===== config.mk =====
export PLATFORM = sky130hd
export DESIGN_NAME = rvee_wb_flat
export DESIGN_NICKNAME = d
export VERILOG_FILES = /design/src/rtl/rvee_wb_if.sv /design/src/rtl/rvee_wb.sv /design/src/flat_wrapper.sv
export SDC_FILE = /design/constraint.sdc
export NUM_CORES = 1
export LEC_CHECK = 0
export ABC_AREA = 1
export BUFFER_PORTS_ARGS = -buffer_cell sky130_fd_sc_hd__buf_2
export CAP_MARGIN = 30
export CORE_MARGIN = 8
export CORE_UTILIZATION = 40
export CTS_CLUSTER_SIZE = 24
export DETAILED_ROUTE_END_ITERATION = 16
export PLACE_DENSITY = 0.7
export RECOVER_POWER = 50
export SETUP_SLACK_MARGIN = 0.05
export SYNTH_ARGS = -nofsm -noshare
export SYNTH_HDL_FRONTEND = slang
export SYNTH_SLANG_ARGS = --single-unit

===== constraint.sdc =====
create_clock -name clk -period 1.38 [get_ports clk]
set_input_delay 0.207 -clock clk [delete_from_list [all_inputs] [get_ports clk]]
set_output_delay 0.207 -clock clk [all_outputs]
set_load 0.1 [all_outputs]

===== src/rtl/rvee_wb_if.sv =====
// Bundle of MEM-side retire handshake, data-bus load response and the
// register-file write port seen by the writeback stage.
interface rvee_wb_if #(
  parameter int XLEN   = 32,
  parameter int N_REGS = 32,
  parameter int RIDX   = $clog2(N_REGS)
);

  // Retiring instruction from MEM
  logic            mem_valid;
  logic            mem_ready;
  logic            mem_we;
  logic [RIDX-1:0] mem_rd;
  logic            mem_is_load;
  logic [1:0]      mem_load_size;
  logic            mem_load_unsigned;
  logic [1:0]      mem_addr_lo;
  logic [XLEN-1:0] mem_data;

  // Load response from the data bus
  logic            dbus_rvalid;
  logic [XLEN-1:0] dbus_rdata;
  logic            dbus_rerr;

  // Register-file write port and hazard / fault reporting
  logic            wb_we;
  logic [RIDX-1:0] wb_rd;
  logic [XLEN-1:0] wb_data;
  logic            pend_valid;
  logic [RIDX-1:0] pend_rd;
  logic            load_fault;

  // Producer side: MEM stage plus data bus, consuming the stage outputs
  modport master (
    output mem_valid, mem_we, mem_rd, mem_is_load, mem_load_size,
           mem_load_unsigned, mem_addr_lo, mem_data,
           dbus_rvalid, dbus_rdata, dbus_rerr,
    input  mem_ready, wb_we, wb_rd, wb_data, pend_valid, pend_rd, load_fault
  );

  // The writeback stage itself
  modport slave (
    input  mem_valid, mem_we, mem_rd, mem_is_load, mem_load_size,
           mem_load_unsigned, mem_addr_lo, mem_data,
           dbus_rvalid, dbus_rdata, dbus_rerr,
    output mem_ready, wb_we, wb_rd, wb_data, pend_valid, pend_rd, load_fault
  );

endinterface


===== src/rtl/rvee_wb.sv =====
// Writeback stage: retires ALU results directly, waits for and formats load
// responses, and drives the registered register-file write port. The
// destination of an outstanding load is exported so decode can stall
// dependent reads that forwarding cannot cover.
module rvee_wb #(
  parameter int XLEN   = 32,
  parameter int N_REGS = 32,
  parameter int RIDX   = $clog2(N_REGS)
) (
  input  logic          clk,
  input  logic          rst,
  rvee_wb_if.slave      bus
);

  typedef enum logic [0:0] {
    IDLE      = 1'b0,
    WAIT_LOAD = 1'b1
  } state_t;

  state_t          state;

  // Load attributes captured at accept, used when the response arrives
  logic [RIDX-1:0] rd_l;
  logic            we_l;
  logic [1:0]      size_l;
  logic            uns_l;
  logic [1:0]      off_l;

  // Registered outputs
  logic            wb_we_q;
  logic [RIDX-1:0] wb_rd_q;
  logic [XLEN-1:0] wb_data_q;
  logic [RIDX-1:0] pend_rd_q;
  logic            load_fault_q;

  logic            accept;
  logic [XLEN-1:0] load_value;

  // Select the addressed byte/half of the response word and extend it.
  // Size 3 is reserved and behaves as a full word.
  function automatic logic [XLEN-1:0] load_extend(
    input logic [XLEN-1:0] word,
    input logic [1:0]      size,
    input logic            uns,
    input logic [1:0]      off
  );
    logic [7:0]      b;
    logic [15:0]     h;
    logic [XLEN-1:0] r;
    b = word[{off, 3'b000} +: 8];
    h = word[{off[1], 4'b0000} +: 16];
    case (size)
      2'd0:    r = {{(XLEN-8){b[7] & ~uns}}, b};
      2'd1:    r = {{(XLEN-16){h[15] & ~uns}}, h};
      default: r = word;
    endcase
    return r;
  endfunction

  assign bus.mem_ready = (state == IDLE) && !rst;
  assign accept        = bus.mem_valid && (state == IDLE);
  assign load_value    = load_extend(bus.dbus_rdata, size_l, uns_l, off_l);

  // Writeback FSM: accept from MEM, wait for the load response, drive the write port
  always_ff @(posedge clk) begin
    if (rst) begin
      state        <= IDLE;
      rd_l         <= '0;
      we_l         <= 1'b0;
      size_l       <= 2'd0;
      uns_l        <= 1'b0;
      off_l        <= 2'd0;
      wb_we_q      <= 1'b0;
      wb_rd_q      <= '0;
      wb_data_q    <= '0;
      pend_rd_q    <= '0;
      load_fault_q <= 1'b0;
    end else begin
      wb_we_q      <= 1'b0;
      load_fault_q <= 1'b0;
      case (state)
        IDLE: begin
          if (accept) begin
            if (bus.mem_is_load) begin
              rd_l      <= bus.mem_rd;
              we_l      <= bus.mem_we;
              size_l    <= bus.mem_load_size;
              uns_l     <= bus.mem_load_unsigned;
              off_l     <= bus.mem_addr_lo;
              pend_rd_q <= bus.mem_rd;
              state     <= WAIT_LOAD;
            end else if (bus.mem_we && (bus.mem_rd != '0)) begin
              wb_we_q   <= 1'b1;
              wb_rd_q   <= bus.mem_rd;
              wb_data_q <= bus.mem_data;
            end
          end
        end
        WAIT_LOAD: begin
          if (bus.dbus_rvalid) begin
            state     <= IDLE;
            pend_rd_q <= '0;
            if (bus.dbus_rerr) begin
              load_fault_q <= 1'b1;
            end else if (we_l && (rd_l != '0)) begin
              wb_we_q   <= 1'b1;
              wb_rd_q   <= rd_l;
              wb_data_q <= load_value;
            end
          end
        end
        default: state <= IDLE;
      endcase
    end
  end

  assign bus.wb_we      = wb_we_q;
  assign bus.wb_rd      = wb_rd_q;
  assign bus.wb_data    = wb_data_q;
  assign bus.pend_valid = (state == WAIT_LOAD);
  assign bus.pend_rd    = pend_rd_q;
  assign bus.load_fault = load_fault_q;

endmodule

===== src/flat_wrapper.sv =====
// flat-port wrapper written by rule: the top's interface ports become plain ports
module rvee_wb_flat 
#(
  parameter int XLEN   = 32,
  parameter int N_REGS = 32,
  parameter int RIDX   = $clog2(N_REGS)
)
  (clk, rst, bus_mem_valid, bus_mem_we, bus_mem_rd, bus_mem_is_load, bus_mem_load_size, bus_mem_load_unsigned, bus_mem_addr_lo, bus_mem_data, bus_dbus_rvalid, bus_dbus_rdata, bus_dbus_rerr, bus_mem_ready, bus_wb_we, bus_wb_rd, bus_wb_data, bus_pend_valid, bus_pend_rd, bus_load_fault);
  rvee_wb_if #(.XLEN(XLEN), .N_REGS(N_REGS), .RIDX(RIDX)) bus_i ();
  input  logic clk;
  input  logic rst;
  input wire logic [$bits(bus_i.mem_valid)-1:0] bus_mem_valid;
  input wire logic [$bits(bus_i.mem_we)-1:0] bus_mem_we;
  input wire logic [$bits(bus_i.mem_rd)-1:0] bus_mem_rd;
  input wire logic [$bits(bus_i.mem_is_load)-1:0] bus_mem_is_load;
  input wire logic [$bits(bus_i.mem_load_size)-1:0] bus_mem_load_size;
  input wire logic [$bits(bus_i.mem_load_unsigned)-1:0] bus_mem_load_unsigned;
  input wire logic [$bits(bus_i.mem_addr_lo)-1:0] bus_mem_addr_lo;
  input wire logic [$bits(bus_i.mem_data)-1:0] bus_mem_data;
  input wire logic [$bits(bus_i.dbus_rvalid)-1:0] bus_dbus_rvalid;
  input wire logic [$bits(bus_i.dbus_rdata)-1:0] bus_dbus_rdata;
  input wire logic [$bits(bus_i.dbus_rerr)-1:0] bus_dbus_rerr;
  output wire logic [$bits(bus_i.mem_ready)-1:0] bus_mem_ready;
  output wire logic [$bits(bus_i.wb_we)-1:0] bus_wb_we;
  output wire logic [$bits(bus_i.wb_rd)-1:0] bus_wb_rd;
  output wire logic [$bits(bus_i.wb_data)-1:0] bus_wb_data;
  output wire logic [$bits(bus_i.pend_valid)-1:0] bus_pend_valid;
  output wire logic [$bits(bus_i.pend_rd)-1:0] bus_pend_rd;
  output wire logic [$bits(bus_i.load_fault)-1:0] bus_load_fault;
  assign bus_i.mem_valid = bus_mem_valid;
  assign bus_i.mem_we = bus_mem_we;
  assign bus_i.mem_rd = bus_mem_rd;
  assign bus_i.mem_is_load = bus_mem_is_load;
  assign bus_i.mem_load_size = bus_mem_load_size;
  assign bus_i.mem_load_unsigned = bus_mem_load_unsigned;
  assign bus_i.mem_addr_lo = bus_mem_addr_lo;
  assign bus_i.mem_data = bus_mem_data;
  assign bus_i.dbus_rvalid = bus_dbus_rvalid;
  assign bus_i.dbus_rdata = bus_dbus_rdata;
  assign bus_i.dbus_rerr = bus_dbus_rerr;
  assign bus_mem_ready = bus_i.mem_ready;
  assign bus_wb_we = bus_i.wb_we;
  assign bus_wb_rd = bus_i.wb_rd;
  assign bus_wb_data = bus_i.wb_data;
  assign bus_pend_valid = bus_i.pend_valid;
  assign bus_pend_rd = bus_i.pend_rd;
  assign bus_load_fault = bus_i.load_fault;
  rvee_wb #(.XLEN(XLEN), .N_REGS(N_REGS), .RIDX(RIDX)) u_core (.clk(clk), .rst(rst), .bus(bus_i));
endmodule

==> results.md, run 1 <==
- RR Endpoint: u_core.bus.wb_data[2]
- DPL Wire Length: 7720 um
- Wire per inst: 15.6 um
- Ratio of cells with drive above 1 in the final layout: 0.391
- Grt total ovfl: 0
- Hold path depth: 3
- Length of routed met2 wiring: 5150 um
- Synth Area per Inst: 6.40 sq um
- GP Congestion: 0.856
- Endpoints failing hold: 0
- Hold path start: bus_dbus_rerr
- Actual slew at the worst max-slew pin: 495 ps
- HP Class: primary input to flip-flop
- Layout area overhead: 46.0%
- Clock Pin Slew Worst Setup and Hold Paths: 110 ps
- Met1 wire length: 4820 um
- Total CTS buffers: 5
- All-Layer GR Usage: 0.199
- Fin worst setup slack: -31.4 ps
- H-Tree Depth: 2
- Post-route ant nets: 0
- Final setup skew: 13.1 ps
- Cell Chain, Critical Path: buf_4 -> o21ai_0 -> nand2_1 -> nand3_1 -> o21ai_0 -> nand2_1 -> nand2_2 -> nor2_1
- Drt first-iter violations: 236
- Pins Over Slew Limit: 0
- Fill cell count: 717
- Crit-path slowest cell: dfxtp_2
- Port bufs: 126
- Die area: 10700 sq um
- Final WL: 11200 um
- Leak: 2.15 nW
- Max_cap viols: 0
- Crit path time final: 1410 ps
- Outcome: finished with violations
- Sequential share of the synthesized area: 0.368
- Worst reg2reg path depth: 8
- R2r startpoint: u_core.off_l[1]
- CTS Buffer Depth: 2
- Failing checks: negative setup slack
- Distinct cells, synth: 21
- Initial core utilization: 0.403
- Max-slew headroom: 0.672
- Crit path DAT: 1680 ps
- Cts hold-fix bufs: 0
- Cells after synthesis: 477
- Top layer in use: met4
- Flop-to-flop setup slack: -30 ps
- Launching element type of the critical path: flip-flop
- Root buf cell: clkbuf_8
- Final worst-path cycle share: 1.02
- Number of global-route vias before repair: 3516
- Crit path kind: flip-flop to flip-flop
- Synth Net Count: 558
- First-pass GRT wire length: 16700 um
- Overall die height: 103 um
- CTS tree: done
- Cell Pwr Density: 975 nW/um^2
- Max incr delay on CP: 350 ps
- FP Rows: 32
- CP Capture Type: flip-flop
- Maximum VDD drop: 0.000551 V
- DRC viols: 0
- Synthesis Warnings: 0
- RSZ-0062 raised after global routing: true
- Worst-path maximum fanout: 16
- Clock sink count: 56
- Final nets: 694
- Yosys top cell area share: 0.368
- Via count: 3730
- Worst-Skew Late Latency: 320 ps
- Pre-antenna DRT Iters: 6
- Post-route total power: 0.00434 W
- Count of final setup violators: 11
- Die width: 103 um
- Number of vias per cell: 5.20
- Synth top area cells: dfxtp_1, nand2_1, a21oi_1, o21ai_0, nor2_1
- Initial antenna violation count: 1
- FF+latch count, synth: 56
- Core box area: 7570 sq um
- Max Freq: 0.709 GHz
- Worst path required time: 1640 ps
- Largest net degree at the start of global routing: 45
- Leading area contributor after synthesis: dfxtp_1
- Min Hold Slack: 133 ps
- Cell Area, Synth: 3050 sq um
- Worst Hold End: u_core.bus.load_fault
- Metal3 WL: 1060 um
- IO Pins: 127
-- repair_timing --
action	4_1_cts	5_1_grt
gates cloned	3	2
endpoints found under the setup margin	42	70
resized for setup	26	72
pin swaps	3	6
buffers inserted	6	1
-- cell usage in the layout, fill, tap and decap left out, types with 7 or more instances in the layout --
cell        n
nand3_1    27
nand2_1   108
nor2_1     26
or2_2      18
nor2_2     13
dfxtp_1    53
buf_12      7
buf_2      98
a21oi_1    66
inv_1      24
clkbuf_4   27
buf_4      19
o21ai_0    62
-- cells by family (layout without fill, tap and decap cells) --
group | count (synthesis) | after routing | synth area share
buffers and inverters | 63 | 197 | 0.0874
AND/OR/NAND/NOR | 219 | 222 | 0.316
other | 0 | 1 | 0
AO/OA/AOI/OAI | 139 | 139 | 0.229
flip-flops | 56 | 56 | 0.368
-- per-stage QoR --
step,cell area [sq um],setup TNS [ps],std cells,util,setup WS (ps)
global route,4450,-3280,717,0.588,-114
finish,4450,-194,717,0.588,-31.4
detailed placement,3900,-1210,696,0.515,-104
floorplan,3120,-3380,477,-,-176
CTS,4220,0,713,0.557,1.20
global placement,3900,-410,696,0.515,-27.9
-- flip-flops by register name, summed over array words and instances, names as in the netlist, 2 cells and up --
signal / count
u_core.bus.wb_data: 32
u_core.bus.pend_rd: 5
u_core.bus.wb_rd: 5
u_core.rd_l: 5
u_core.off_l: 2
u_core.size_l: 2
-- cell usage after synthesis --
cell,instances
nand2_4,2
nand3_2,1
inv_2,3
nor2_1,44
inv_1,29
clkbuf_1,17
nor3_1,1
nor2_8,1
a21oi_1,70
o22ai_1,1
buf_6,2
nand2_1,114
nand4_1,1
nand3_1,30
clkbuf_2,1
o21ai_0,67
or2_2,23
dfxtp_1,56
o21a_1,1
buf_2,11
nand2_2,2
-- per-layer routing --
metal	vias to the layer above	GRT usage
li1	1829	-
met1	1741	0.248
met2	146	0.326
met3	14	0.0576
met4	0	0.0567
met5	-	0
-- critical path, delay by kind of cell (launching register included) --
kind | cells | cell delay (ps)
flip-flops | 1 | 350
AO/OA/AOI/OAI | 2 | 370
AND/OR/NAND/NOR | 5 | 460
buffers and inverters | 1 | 180
-- final cells by class --
type | count | area [sq um] | share of cell area
repair buffers | 157 | 1090 | 0.244
well taps | 102 | 128 | 0.0287
inverters | 32 | 133 | 0.0298
diodes | 1 | 2.50 | 0.000562
clock inverters | 3 | 23.8 | 0.00534
multi-input cells | 361 | 1880 | 0.423
flip-flops and latches | 56 | 1130 | 0.253
clock buffers | 5 | 68.8 | 0.0155
-- where the power goes --
part / internal, W / switching, W
sequential: 0.00171 / 0.0000515
combinational: 0.000500 / 0.00113
clock: 0.000361 / 0.000591
total: 0.00257 / 0.00177
-- how the worst max path moves through the flow --
stage / start / to / slack (ps) / cells after the start
global placement: u_core.off_l[1] / u_core.bus.wb_data[20] / -30 / 8
CTS: u_core.bus.pend_valid / u_core.bus.wb_data[2] / 1 / 9
floorplan: u_core.bus.pend_valid / u_core.bus.pend_rd[4] / -180 / 5
detailed placement: u_core.off_l[1] / u_core.bus.wb_data[21] / -100 / 8
global route: u_core.bus.pend_valid / u_core.bus.wb_data[11] / -110 / 9
finish: u_core.off_l[1] / u_core.bus.wb_data[2] / -30 / 8
Power figures use the tool's default switching activity.
==> run 2, diff against run 1 <==
--- a/config.mk
+++ b/config.mk
@@ -8,7 +8,6 @@
 export ABC_AREA = 1
 export BUFFER_PORTS_ARGS = -buffer_cell sky130_fd_sc_hd__buf_2
 export CAP_MARGIN = 30
-export CORE_MARGIN = 8
 export CORE_UTILIZATION = 40
 export CTS_CLUSTER_SIZE = 24
 export DETAILED_ROUTE_END_ITERATION = 16
==> results.md, run 2 (synthesis gave the netlist of run 1 again) <==
- Final nets: 699 (+0.72%)
- Clock sink count: 56 (unchanged)
- RSZ-0062 raised after global routing: true
- CP Capture Type: flip-flop
- Crit path kind: flip-flop to flip-flop
- Worst reg2reg path depth: 8 (unchanged)
- Overall die height: 89.3 um (-14%)
- GP Congestion: 0.909 (+6.2%)
- Net Sw Frac: 0.385 (-0.0235)
- Reg power frac: 0.389 (-0.016)
- Crit path time final: 1390 ps (-21.6 ps)
- R2r startpoint: u_core.bus.pend_valid
- Setup crit start: u_core.bus.pend_valid
- Number of vias per cell: 5.19 (-0.22%)
- Leak: 2.21 nW (+2.6%)
- Crit-path slowest cell: dfxtp_4
- Layout area overhead: 48.1%
- Total CTS buffers: 5 (unchanged)
- Max-slew headroom: 0.673 (about the same)
- Post-Route Setup TNS: -12.7 ps (+181 ps)
- Cell Chain, Critical Path: inv_6 -> nor3_4 -> nand3_2 -> nand2_4 -> inv_2 -> buf_12 -> nor2_1 -> a21oi_1
- Combinational share of power: 0.364 (-0.011)
- Wire per inst: 14.4 um (-7.7%)
- Footprint of the multi-input gates: 1840 sq um (-2.1%)
- Final setup skew: 8.40 ps (-4.74 ps)
- CTS Buffer Depth: 2 (unchanged)
- Antenna cells: 0 (-1)
- Max_cap viols: 0 (unchanged)
- Die area: 7980 sq um (-25%)
- CP Capture Point: u_core.bus.wb_data[12]
- Internal: 0.00279 W (+8.4%)
- Die width: 89.3 um (-14%)
- Clock Pin Slew Worst Setup and Hold Paths: 110 ps (about the same)
- Util after Layout: 0.616 (+0.0277)
- Ratio of cells with drive above 1 in the final layout: 0.401 (+0.00977)
- Final WL: 10300 um (-7.5%)
- Worst-Skew Late Latency: 310 ps (about the same)
- Largest net degree at the start of global routing: 35 (-22%)
- Post-route ant nets: 0 (unchanged)
- Endpoints failing hold: 0 (unchanged)
- FP Rows: 31 (-3.1%)
- Most common cell after layout, fill and taps aside: nand2_1
- Crit path DAT: 1600 ps (-80 ps)
- Most frequent cells in the layout: nand2_1, buf_2, a21oi_1, dfxtp_1, o21ai_0
- Fill cell count: 704 (-1.8%)
- Delay-heaviest family, CP: simple AND/OR/NAND/NOR gates
- Worst path required time: 1590 ps (-50 ps)
- HP Class: primary input to flip-flop
- Post-route total power: 0.00453 W (+4.3%)
- WP buf/inv: 3 (+2)
- Drt first-iter violations: 211 (-11%)
- Actual slew at the worst max-slew pin: 494 ps (-0.603 ps)
- First-pass GRT wire length: 15300 um (-8.6%)
- Hold path start: bus_mem_we
- Count of final setup violators: 2 (-9)
- # placed instances: 699 (+0.43%)
- Root buf cell: clkbuf_8
- Pre-antenna DRT Iters: 5 (-1)
- DRC viols: 0 (unchanged)
- All-Layer GR Usage: 0.249 (+0.0499)
- Initial core utilization: 0.416 (+0.0130)
- Launching element type of the critical path: flip-flop
- Outcome: finished with violations
- Levels on crit path: 8 (unchanged)
- RR Endpoint: u_core.bus.wb_data[12]
- Fin worst setup slack: -9.73 ps (+21.6 ps)
- Sequential cell area: 1130 sq um (+0.22%)
- Pins Over Slew Limit: 0 (unchanged)
- H-Tree Depth: 2 (unchanged)
- IO Pins: 127 (unchanged)
- Core box area: 7330 sq um (-3.1%)
- Via count: 3727 (-0.080%)
- Initial antenna violation count: 0 (-1)
- Number of global-route vias before repair: 3290 (-6.4%)
- Worst-path maximum fanout: 14 (-2)
- Switching pwr: 0.00174 W (-1.7%)
- Clk pwr share: 0.247 (+0.028)
- Grt total ovfl: 0 (unchanged)
- DPL Wire Length: 7080 um (-8.3%)
- Failing checks: negative setup slack
- Final worst-path cycle share: 1.01 (-0.0157)
- Max incr delay on CP: 410 ps (+60 ps)
- Flop-to-flop setup slack: -10 ps (+20 ps)
- CTS tree: done
- Cell Pwr Density: 1000 nW/um^2 (+2.8%)
- Maximum VDD drop: 0.000592 V (+7.4%)
- Max reg flops: 32 (unchanged)
- Port bufs: 126 (unchanged)
- Max Freq: 0.720 GHz (+1.6%)
- Fin cells: 718 (+0.14%)
-- run 2: cell types whose count changed in the layout (fill, tap and decap cells not counted), moves of 3 or more --
cell,before,now
o21ai_1,5,22
a21oi_1,66,63
nand2_1,108,102
o21ai_0,62,42
buf_6,2,6
a21oi_2,4,7
nor2_2,13,7
clkinvlp_4,4,0
nor2_4,5,1
nor2_1,26,36
o21ai_2,0,3
nand2_2,5,12
-- run 2: what timing repair did --
action                                  in CTS  in global routing
endpoints found under the setup margin      40                 68
buffers inserted                             5                  1
hold buffers                                 0                  0
pin swaps                                    7                 12
resized for setup                           27                 90
endpoints found under the hold margin        0                  0
cloned                                       2                  4
-- run 2: worst min-delay path by stage --
stage	endpoint	slack (ps)	cells after the start
2_1_floorplan	u_core.bus.load_fault	330	2
3_3_place_gp	u_core.bus.pend_rd[1]	450	2
3_5_place_dp	u_core.bus.pend_rd[1]	450	2
4_1_cts	u_core.we_l	120	3
5_1_grt	u_core.we_l	130	3
6_report	u_core.we_l	120	3
-- run 2: per-layer routing --
| metal | routed length (um) | up-vias | share of wire | track usage |
|---|---|---|---|---|
| li1 | - | 1853 | - | - |
| met3 | 947 | 13 | 0.092 | 0.0683 |
| met5 | 0 | - | 0 | 0 |
| met2 | 4840 | 171 | 0.47 | 0.416 |
| met4 | 172 | 0 | 0.017 | 0.0722 |
| met1 | 4380 | 1690 | 0.42 | 0.314 |
-- run 2: area by class of cell --
| type | count | area share |
|---|---|---|
| Clock buffer | 5 | 0.0152 |
| Clock inverter | 3 | 0.0105 |
| Inverter | 32 | 0.0277 |
| Multi-Input combinational cell | 359 | 0.408 |
| Sequential cell | 56 | 0.250 |
| Tap cell | 99 | 0.0274 |
| Timing Repair Buffer | 164 | 0.261 |
-- run 2: power by group through the flow --
stage | Combinational [W] | Clock, W | Sequential, W
finish | 0.00165 | 0.00112 | 0.00176
global route | 0.00177 | 0.00121 | 0.00177
CTS | 0.00153 | 0.00114 | 0.00175
detailed placement | 0.00145 | 0 | 0.00179
global placement | 0.00144 | 0 | 0.00179
floorplan | 0.000559 | 0 | 0.00229
-- run 2: worst min-delay path, stage by stage --
cell	delay, ps
buf_2	90
nand3_1	60
o21ai_0	60
-- run 2: metrics by stage --
| stage | area, sq um | worst slack, ps | hold WS (ps) |
|---|---|---|---|
| 2_1_floorplan | 3120 | -176 | 330 |
| 3_3_place_gp | 3970 | 15.4 | 452 |
| 3_5_place_dp | 3970 | -58.8 | 454 |
| 4_1_cts | 4270 | 7.37 | 121 |
| 5_1_grt | 4520 | -78.1 | 131 |
| 6_report | 4520 | -9.73 | 125 |
